===== src/rtl/run_ctrl_pkg.sv =====
// Shared types and constants for the franken_riscv run controller.
package run_ctrl_pkg;

  // Operating modes, encoded as they appear on the mode pins.
  typedef enum logic [1:0] {
    MODE_RUN  = 2'b00,
    MODE_DIV  = 2'b01,
    MODE_STEP = 2'b10,
    MODE_HALT = 2'b11
  } run_mode_t;

  // Single-step handshake: waiting for a press, or waiting for the release.
  typedef enum logic {
    S_IDLE = 1'b0,
    S_HELD = 1'b1
  } step_state_t;

  // Flops in each clock-domain-crossing synchroniser.
  localparam int SYNC_STAGES = 2;

  // Width of a counter that must reach n-1 (at least one bit).
  function automatic int cnt_width(input int n);
    return (n <= 2) ? 1 : $clog2(n);
  endfunction

endpackage


===== src/rtl/btn_debounce.sv =====
// Push-button conditioner: synchronises the raw button into clk and only
// accepts a new level once it has been stable for DEB_CYCLES cycles.
// Produces the accepted level and a one-cycle pulse on each accepted press.
module btn_debounce
  import run_ctrl_pkg::*;
#(
  parameter int DEB_CYCLES = 270000
) (
  input  logic clk,
  input  logic rst_n,
  input  logic btn,
  output logic level,
  output logic rise
);

  localparam int            DW       = cnt_width(DEB_CYCLES);
  localparam logic [DW-1:0] DEB_LAST = DW'(DEB_CYCLES - 1);

  logic [SYNC_STAGES-1:0] sync_q;
  logic [DW-1:0]          stable_cnt;
  logic                   btn_s;

  assign btn_s = sync_q[SYNC_STAGES-1];

  // Bring the asynchronous button into the clk domain.
  always_ff @(posedge clk or negedge rst_n) begin
    if (!rst_n) begin
      sync_q <= '0;
    end else begin
      sync_q <= {sync_q[SYNC_STAGES-2:0], btn};
    end
  end

  // Count consecutive cycles the synchronised button disagrees with the
  // accepted level; any agreeing sample (a bounce) restarts the count.
  always_ff @(posedge clk or negedge rst_n) begin
    if (!rst_n) begin
      stable_cnt <= '0;
      level      <= 1'b0;
      rise       <= 1'b0;
    end else begin
      rise <= 1'b0;
      if (btn_s == level) begin
        stable_cnt <= '0;
      end else if (stable_cnt == DEB_LAST) begin
        stable_cnt <= '0;
        level      <= btn_s;
        rise       <= btn_s;
      end else begin
        stable_cnt <= stable_cnt + 1'b1;
      end
    end
  end

endmodule


===== src/rtl/run_ctrl.sv =====
// Run controller for franken_riscv: releases the core reset after a
// power-on delay and issues one-cycle clock-enable ticks according to the
// selected mode (free run, divided, single step, halt), counting every tick.
module run_ctrl
  import run_ctrl_pkg::*;
#(
  parameter int DIV_W      = 32,
  parameter int POR_CYCLES = 16,
  parameter int DEB_CYCLES = 270000,
  parameter int CNT_W      = 32
) (
  input  logic             clk,
  input  logic             resetn,
  input  logic [1:0]       mode,
  input  logic [DIV_W-1:0] div_value,
  input  logic             step_btn,
  output logic             core_resetn,
  output logic             tick,
  output logic [CNT_W-1:0] tick_count,
  output logic             halted
);

  localparam int            PW       = cnt_width(POR_CYCLES);
  localparam logic [PW-1:0] POR_LAST = PW'(POR_CYCLES - 1);

  logic [SYNC_STAGES-1:0] rst_sync_q;
  logic                   rst_sync_n;
  logic [PW-1:0]          por_cnt;
  logic [DIV_W-1:0]       div_cnt;
  logic                   div_hit;
  step_state_t            step_state;
  run_mode_t              mode_q;
  run_mode_t              mode_now;
  logic                   mode_chg;
  logic                   btn_level;
  logic                   btn_rise;
  logic                   tick_fire;

  assign mode_now = run_mode_t'(mode);
  assign mode_chg = (mode_now != mode_q);
  assign div_hit  = (div_cnt >= div_value);
  assign halted   = ~core_resetn | (mode_now == MODE_HALT);

  // Reset synchroniser: assertion is immediate, release is aligned to clk.
  always_ff @(posedge clk or negedge resetn) begin
    if (!resetn) begin
      rst_sync_q <= '0;
    end else begin
      rst_sync_q <= {rst_sync_q[SYNC_STAGES-2:0], 1'b1};
    end
  end

  assign rst_sync_n = rst_sync_q[SYNC_STAGES-1];

  // Power-on delay: core_resetn rises on the POR_CYCLES-th clk after the
  // synchronised release and then stays high until the next reset.
  always_ff @(posedge clk or negedge rst_sync_n) begin
    if (!rst_sync_n) begin
      por_cnt     <= '0;
      core_resetn <= 1'b0;
    end else if (!core_resetn) begin
      if (por_cnt == POR_LAST) begin
        core_resetn <= 1'b1;
      end else begin
        por_cnt <= por_cnt + 1'b1;
      end
    end
  end

  // Button path; its state survives mode changes so a held button cannot
  // fake a fresh press when entering STEP.
  btn_debounce #(
    .DEB_CYCLES(DEB_CYCLES)
  ) u_debounce (
    .clk  (clk),
    .rst_n(rst_sync_n),
    .btn  (step_btn),
    .level(btn_level),
    .rise (btn_rise)
  );

  // Decide whether this cycle issues a tick; never while the core is held
  // in reset and never in the cycle a mode change is seen.
  always_comb begin
    tick_fire = 1'b0;
    if (core_resetn && !mode_chg) begin
      case (mode_now)
        MODE_RUN:  tick_fire = 1'b1;
        MODE_DIV:  tick_fire = div_hit;
        MODE_STEP: tick_fire = (step_state == S_IDLE) && btn_rise;
        default:   tick_fire = 1'b0;
      endcase
    end
  end

  // Track the previous mode and run the period divider; the compare is
  // >= so lowering div_value below the running count reloads next cycle.
  always_ff @(posedge clk or negedge rst_sync_n) begin
    if (!rst_sync_n) begin
      mode_q  <= MODE_RUN;
      div_cnt <= '0;
    end else begin
      mode_q <= mode_now;
      if (core_resetn) begin
        if (mode_chg) begin
          div_cnt <= '0;
        end else if (mode_now == MODE_DIV) begin
          div_cnt <= div_hit ? '0 : div_cnt + 1'b1;
        end
      end
    end
  end

  // Step FSM: one tick per accepted press, re-armed only by a release.
  always_ff @(posedge clk or negedge rst_sync_n) begin
    if (!rst_sync_n) begin
      step_state <= S_IDLE;
    end else if (core_resetn) begin
      if (mode_chg) begin
        step_state <= S_IDLE;
      end else if (mode_now == MODE_STEP) begin
        if (step_state == S_IDLE) begin
          if (btn_rise) begin
            step_state <= S_HELD;
          end
        end else if (!btn_level) begin
          step_state <= S_IDLE;
        end
      end
    end
  end

  // Registered tick and the running tick count (wraps naturally).
  always_ff @(posedge clk or negedge rst_sync_n) begin
    if (!rst_sync_n) begin
      tick       <= 1'b0;
      tick_count <= '0;
    end else begin
      tick <= tick_fire;
      if (tick_fire) begin
        tick_count <= tick_count + 1'b1;
      end
    end
  end

endmodule


===== config.mk =====
export PLATFORM = sky130hd
export DESIGN_NAME = run_ctrl
export DESIGN_NICKNAME = d
export VERILOG_FILES = /design/src/rtl/run_ctrl_pkg.sv /design/src/rtl/btn_debounce.sv /design/src/rtl/run_ctrl.sv
export SDC_FILE = /design/constraint.sdc
export NUM_CORES = 1
export LEC_CHECK = 0
export BUFFER_PORTS_ARGS = -buffer_cell sky130_fd_sc_hd__buf_2
export CORE_UTILIZATION = 40
export CTS_CLUSTER_SIZE = 16
export DETAILED_ROUTE_END_ITERATION = 10
export PLACE_DENSITY = 0.6
export SYNTH_ARGS = -nofsm -noshare
export SYNTH_HDL_FRONTEND = slang
export SYNTH_SLANG_ARGS = --single-unit

===== constraint.sdc =====
create_clock -name clk -period 5.15 [get_ports clk]
set_input_delay 0.515 -clock clk [delete_from_list [all_inputs] [get_ports clk]]
set_output_delay 0.515 -clock clk [all_outputs]
set_load 0.005 [all_outputs]

# Word level (Yosys, flattened, before mapping)
# Cells that the tools add are included.
[word_totals]
reg_bits = 98
latch_bits = 0
ram_bits = 0
romBits = 0
in_bits = 37
output_inout_bits = 35
elab_cells = 55
memories = 0
[op_classes]
n_addsub = 4
multipliers = 0
div = 0
n_lt_le_gt_ge = 1
n_eq_ne = 7
shifts = 0
mux = 16
bitwise_logic = 5
n_reduce_logical = 10
[ops]
columns = ["cell", "count"]
rows = [
  ["32-bit two-way mux", 3],
  ["32-bit by 1-bit adder with 32-bit output, second input constant", 2],
  ["19-bit two-way mux", 2],
  ["32-bit greater-or-equal comparator", 1],
  ["19-bit by 1-bit adder with 19-bit output, second input constant", 1],
  ["19-bit equality test, second input constant", 1],
  ["1-bit two-way mux", 10],
  ["2-bit AND reduction", 4],
  ["4-bit by 1-bit adder with 4-bit output, second input constant", 1],
  ["2-bit equality test, second input constant", 2],
  ["4-bit equality test, second input constant", 1],
  ["1-bit inverter", 4],
  ["2-bit nonzero test", 2],
  ["1-bit case mux with 3 select lines", 1],
  ["2-bit by 1-bit equality test with 1-bit output, second input constant", 1],
  ["1-bit logical AND", 2],
  ["2-bit zero test", 1],
  ["2-bit != test", 1],
  ["1-bit equality test", 1],
  ["1-bit zero test", 1],
  ["1-bit bitwise OR", 1],
]

# Longest topological paths before layout
[logic_depth]
word_depth = 4
mapped_depth = 10
mapped_depth_nobuf = 9

# Hierarchy
# A second synthesis with hierarchy kept.
[unflattened]
cells_unflattened = 579
hier_area_um2 = 5755.5
[by_module_without_submodules]
columns = ["module", "n_inst", "cells_each", "area_per_inst_um2", "seq_area_each_um2"]
rows = [
  ["run_ctrl", 1, 476, 4615.7, 1876.8],
  ["btn_debounce", 1, 103, 1139.8, 575.6],
]

# Least setup slack after synthesis
# No wires, ideal clock.
[synth_timing]
path_type = "input-to-reg"
start = "input port div_value[14]"
end = "register tick_count[18]"
setup_time_ps = 124
arrival_ps = 2576
t_required_ps = 5026
slack_ps = 2450
cell_stages = 9
n_path_buf = 0
cell_sequence = "inv_1 -> ha_1 -> nand4_1 -> nor3_1 -> or4b_1 -> a31oi_4 -> o2111ai_2 -> or3_1 -> xnor2_1"
[synth_via]
elab_chain_len = 3
[synth_rtl]
columns = ["element", "line", "source"]
rows = [
  ["start: declaration", "run_ctrl.sv:15", "input logic [DIV_W-1:0] div_value,"],
  ["32-bit greater-or-equal comparator", "run_ctrl.sv:41", "assign div_hit = (div_cnt >= div_value);"],
  ["1-bit case mux with 3 select lines", "run_ctrl.sv:87", "case (mode_now)"],
  ["1-bit two-way mux", "run_ctrl.sv:86", "if (core_resetn && !mode_chg) begin"],
  ["end signal: assignment", "run_ctrl.sv:141", "tick_count <= tick_count + 1'b1;"],
  ["end: declaration", "run_ctrl.sv:19", "output logic [CNT_W-1:0] tick_count,"],
]
# Every way passes these cells.
# A chain may end at the register's enable or synchronous reset.

# Worst setup path in the final report
[layout_timing]
start = "register div_cnt[27]"
end = "register div_cnt[21]"
[layout_via]
elab_chain_len = 4
[layout_rtl]
columns = ["element", "line", "source"]
rows = [
  ["start: declaration", "run_ctrl.sv:29", "logic [DIV_W-1:0] div_cnt;"],
  ["start signal: assignment", "run_ctrl.sv:108", "div_cnt <= div_hit ? '0 : div_cnt + 1'b1;"],
  ["32-bit greater-or-equal comparator", "run_ctrl.sv:41", ""],
  ["32-bit two-way mux", "run_ctrl.sv:108", ""],
  ["32-bit two-way mux", "run_ctrl.sv:107", "end else if (mode_now == MODE_DIV) begin"],
  ["32-bit two-way mux", "run_ctrl.sv:105", "if (mode_chg) begin"],
]
# Every way passes these cells. The select of a mux whose other input is x is not followed.

==> metrics.txt <==
worst-path fanout max 18; setup TNS 0 ps; Cell Area, Synth 5400 sq um; final worst path period share about three fifths; Finished Layout Cells 827; Core Region 13200 sq um; dpl cells 810; Peak Freq 0.320 GHz; clock skew roughly 6.4 ps; crit end category register; sequential share of the synthesized area between 40% and 50%; latest clock arrival within the worst-skew pair approximately 340 ps; Post-Synthesis Cells about 570; clock slew seen by the registers of the worst setup and hold paths 70 ps; proportion of layout cells with a drive suffix above 1 16.1%; Total Power 0.00166 W; total CTS buffers 9; status complete, no violations; WL met2 5.88 mm; Initial Utilization 41.0%; routed vias 4296; Total GRT Usage 17.7%; vias in the first global route 4287; IO Pins 72; TritonRoute pass-1 iters 4; DR iter-0 viols 196; Ant. Diodes 0; DR WL/cell roughly 14 um; TritonCTS clock tree built; TritonCTS sink count 98; Die Span X between 100 and 150 um; wire length of the first global-routing pass 20.1 mm; fill count 1282; pin count of the biggest net entering global routing 65; register area 2460 sq um; Critical Path RT about 5300 ps; Post-synth EDFFs 0; post-detail-place hpwl 8.59 mm; fin crit period 3120 ps; Max Cap Viol 0; die height 118 um; Root Buffer clkbuf_16; Buffers on Ports between 70 and 80; RSZ-0062 raised after global routing no; # Post-CTS Setup Buffers 0; r2r setup slk a little over 2000 ps; final setup fails 0; R2R Path End div_cnt[21]; # rows 42; Pwr per Cell Area ~260 nW/um^2; Top Metal Used met4; CTS H-Tree Depth 3; fin util a little under half; IR drop worst, VDD 0.232 mV; Most used DFF post-synth dfrtp_1; Startpoint Class register; # DRC 0; CP arrival 3320 ps; LEAKAGE 3.07 nW; Detailed Route WL 11.7 mm; Area Overhead vs Synth 16.7%; Reg-to-Reg Start div_cnt[27]; Met1 Routed Length 5.35 mm; Slew Viols, Final 0; gr ovfl total 0; Synth cell types 49; worst setup margin around 2000 ps; Syn Nets about 640; Hold Path Class register to asynchronous set/reset pin; critical path class register to register; clk buf depth 2; synth top area cells dfrtp_1, ha_1, xor2_1, nand2_1, nor2_1; Nets between 700 and 800; most common cell in the synthesized netlist dfrtp_1; area share of the largest cell type after synthesis a little under half; Final Hold Viols 0; Ys Warns 0; most area-hungry cell type in the Yosys netlist dfrtp_1; Slew @ Worst Pin roughly 1100 ps; dpl ws 1840 ps; gpl congestion 0.767; post-synthesis register bit count 98; area occupied by multi-input gates 2720 sq um; Synth Area per Inst 9.50 sq um; fraction of registers with async set/reset 100%; Die ar. ~14000 sq um; r2r worst-path depth 8; vias per cell around 5.2; max_slew headroom 24.0%; initial antenna violation count 0; post-route ant nets 0; met3 WL 358 um; top post-synthesis cells by count dfrtp_1, nand2_1, nor2_1
-- state kept, by name, indices dropped and copies added, names as in the netlist --
name,cells
core_resetn,1
div_cnt,32
mode_q,2
por_cnt,4
rst_sync_q,2
step_state,1
tick,1
tick_count,32
u_debounce.level,1
u_debounce.rise,1
u_debounce.stable_cnt,19
u_debounce.sync_q,2
-- layer usage --
metal / global-route usage (%) / vias to the layer above
met5: 0 / -
met4: 4.25 / 0
met3: 3.47 / 7
met2: 31.1 / 60
met1: 22.3 / 2120
li1: - / 2109
-- worst max path at each step --
| stage | from | to | cells past startpoint |
|---|---|---|---|
| detailed placement | div_value[0] | tick_count[27] | 9 |
| global placement | div_value[0] | tick_count[1] | 8 |
| floorplan | rst_sync_q[1] | core_resetn | 0 |
| CTS | div_cnt[0] | tick_count[1] | 8 |
| finish | div_cnt[27] | div_cnt[21] | 8 |
| global route | div_cnt[0] | tick_count[23] | 9 |
-- what timing repair did --
| action | 4_1_cts | 5_1_grt |
|---|---|---|
| hold endpoints to repair | 2 | 0 |
| hold buffers | 1 | 0 |
| resized for setup | 0 | 0 |
-- cell type report --
class | instances | share of cell area, %
clock buffer | 9 | 3.57
sequential | 98 | 39.0
clock inverter | 7 | 1.61
timing repair buffer | 75 | 6.15
tap | 176 | 3.49
multi-input combinational | 410 | 43.1
inverter | 52 | 3.10
-- critical path: stages (launching register included) --
cell     delay (ps)
dfrtp_1         460
ha_1            350
nand4_1         140
nor4_1          520
nand2_1         230
a31oi_4         290
nor2_1          160
a21oi_2         690
nor2_1          120
-- kinds of logic (layout without fill, tap and decap cells) --
| kind of cell | after synthesis | count (layout) | synth area share [%] |
|---|---|---|---|
| compound gates | 59 | 59 | 7.57 |
| xor+xnor | 69 | 69 | 11.2 |
| mux | 3 | 3 | 0.625 |
| other cells | 1 | 1 | 0.0694 |
| flops | 98 | 98 | 45.4 |
| buf+inv | 61 | 143 | 4.47 |
| simple gates | 242 | 242 | 22.3 |
| fa+ha+maj | 36 | 36 | 8.34 |
-- cell usage in the layout (no fill, tap or decap), types with 21 or more instances in the layout --
| cell | instances |
|---|---|
| a21oi_1 | 21 |
| inv_1 | 52 |
| dfrtp_1 | 97 |
| nand4_1 | 25 |
| buf_2 | 71 |
| nor2_1 | 56 |
| xor2_1 | 51 |
| nand3_1 | 26 |
| ha_1 | 36 |
| nand2_1 | 63 |
-- through the flow --
step / hold slack (ps) / instance area, sq um
6_report: 267 / 6300
4_1_cts: 267 / 6300
3_5_place_dp: 284 / 5970
2_1_floorplan: 219 / 5400
3_3_place_gp: 283 / 5970
5_1_grt: 267 / 6300
-- where the power goes --
group	leakage, nW	internal [W]	switching (W)
logic	1.63	0.0000503	0.0000729
clock network	0.152	0.000429	0.000297
registers	1.28	0.000788	0.0000280
total	3.07	0.00127	0.000398
Note: power is estimated with default switching activity, not from simulation.
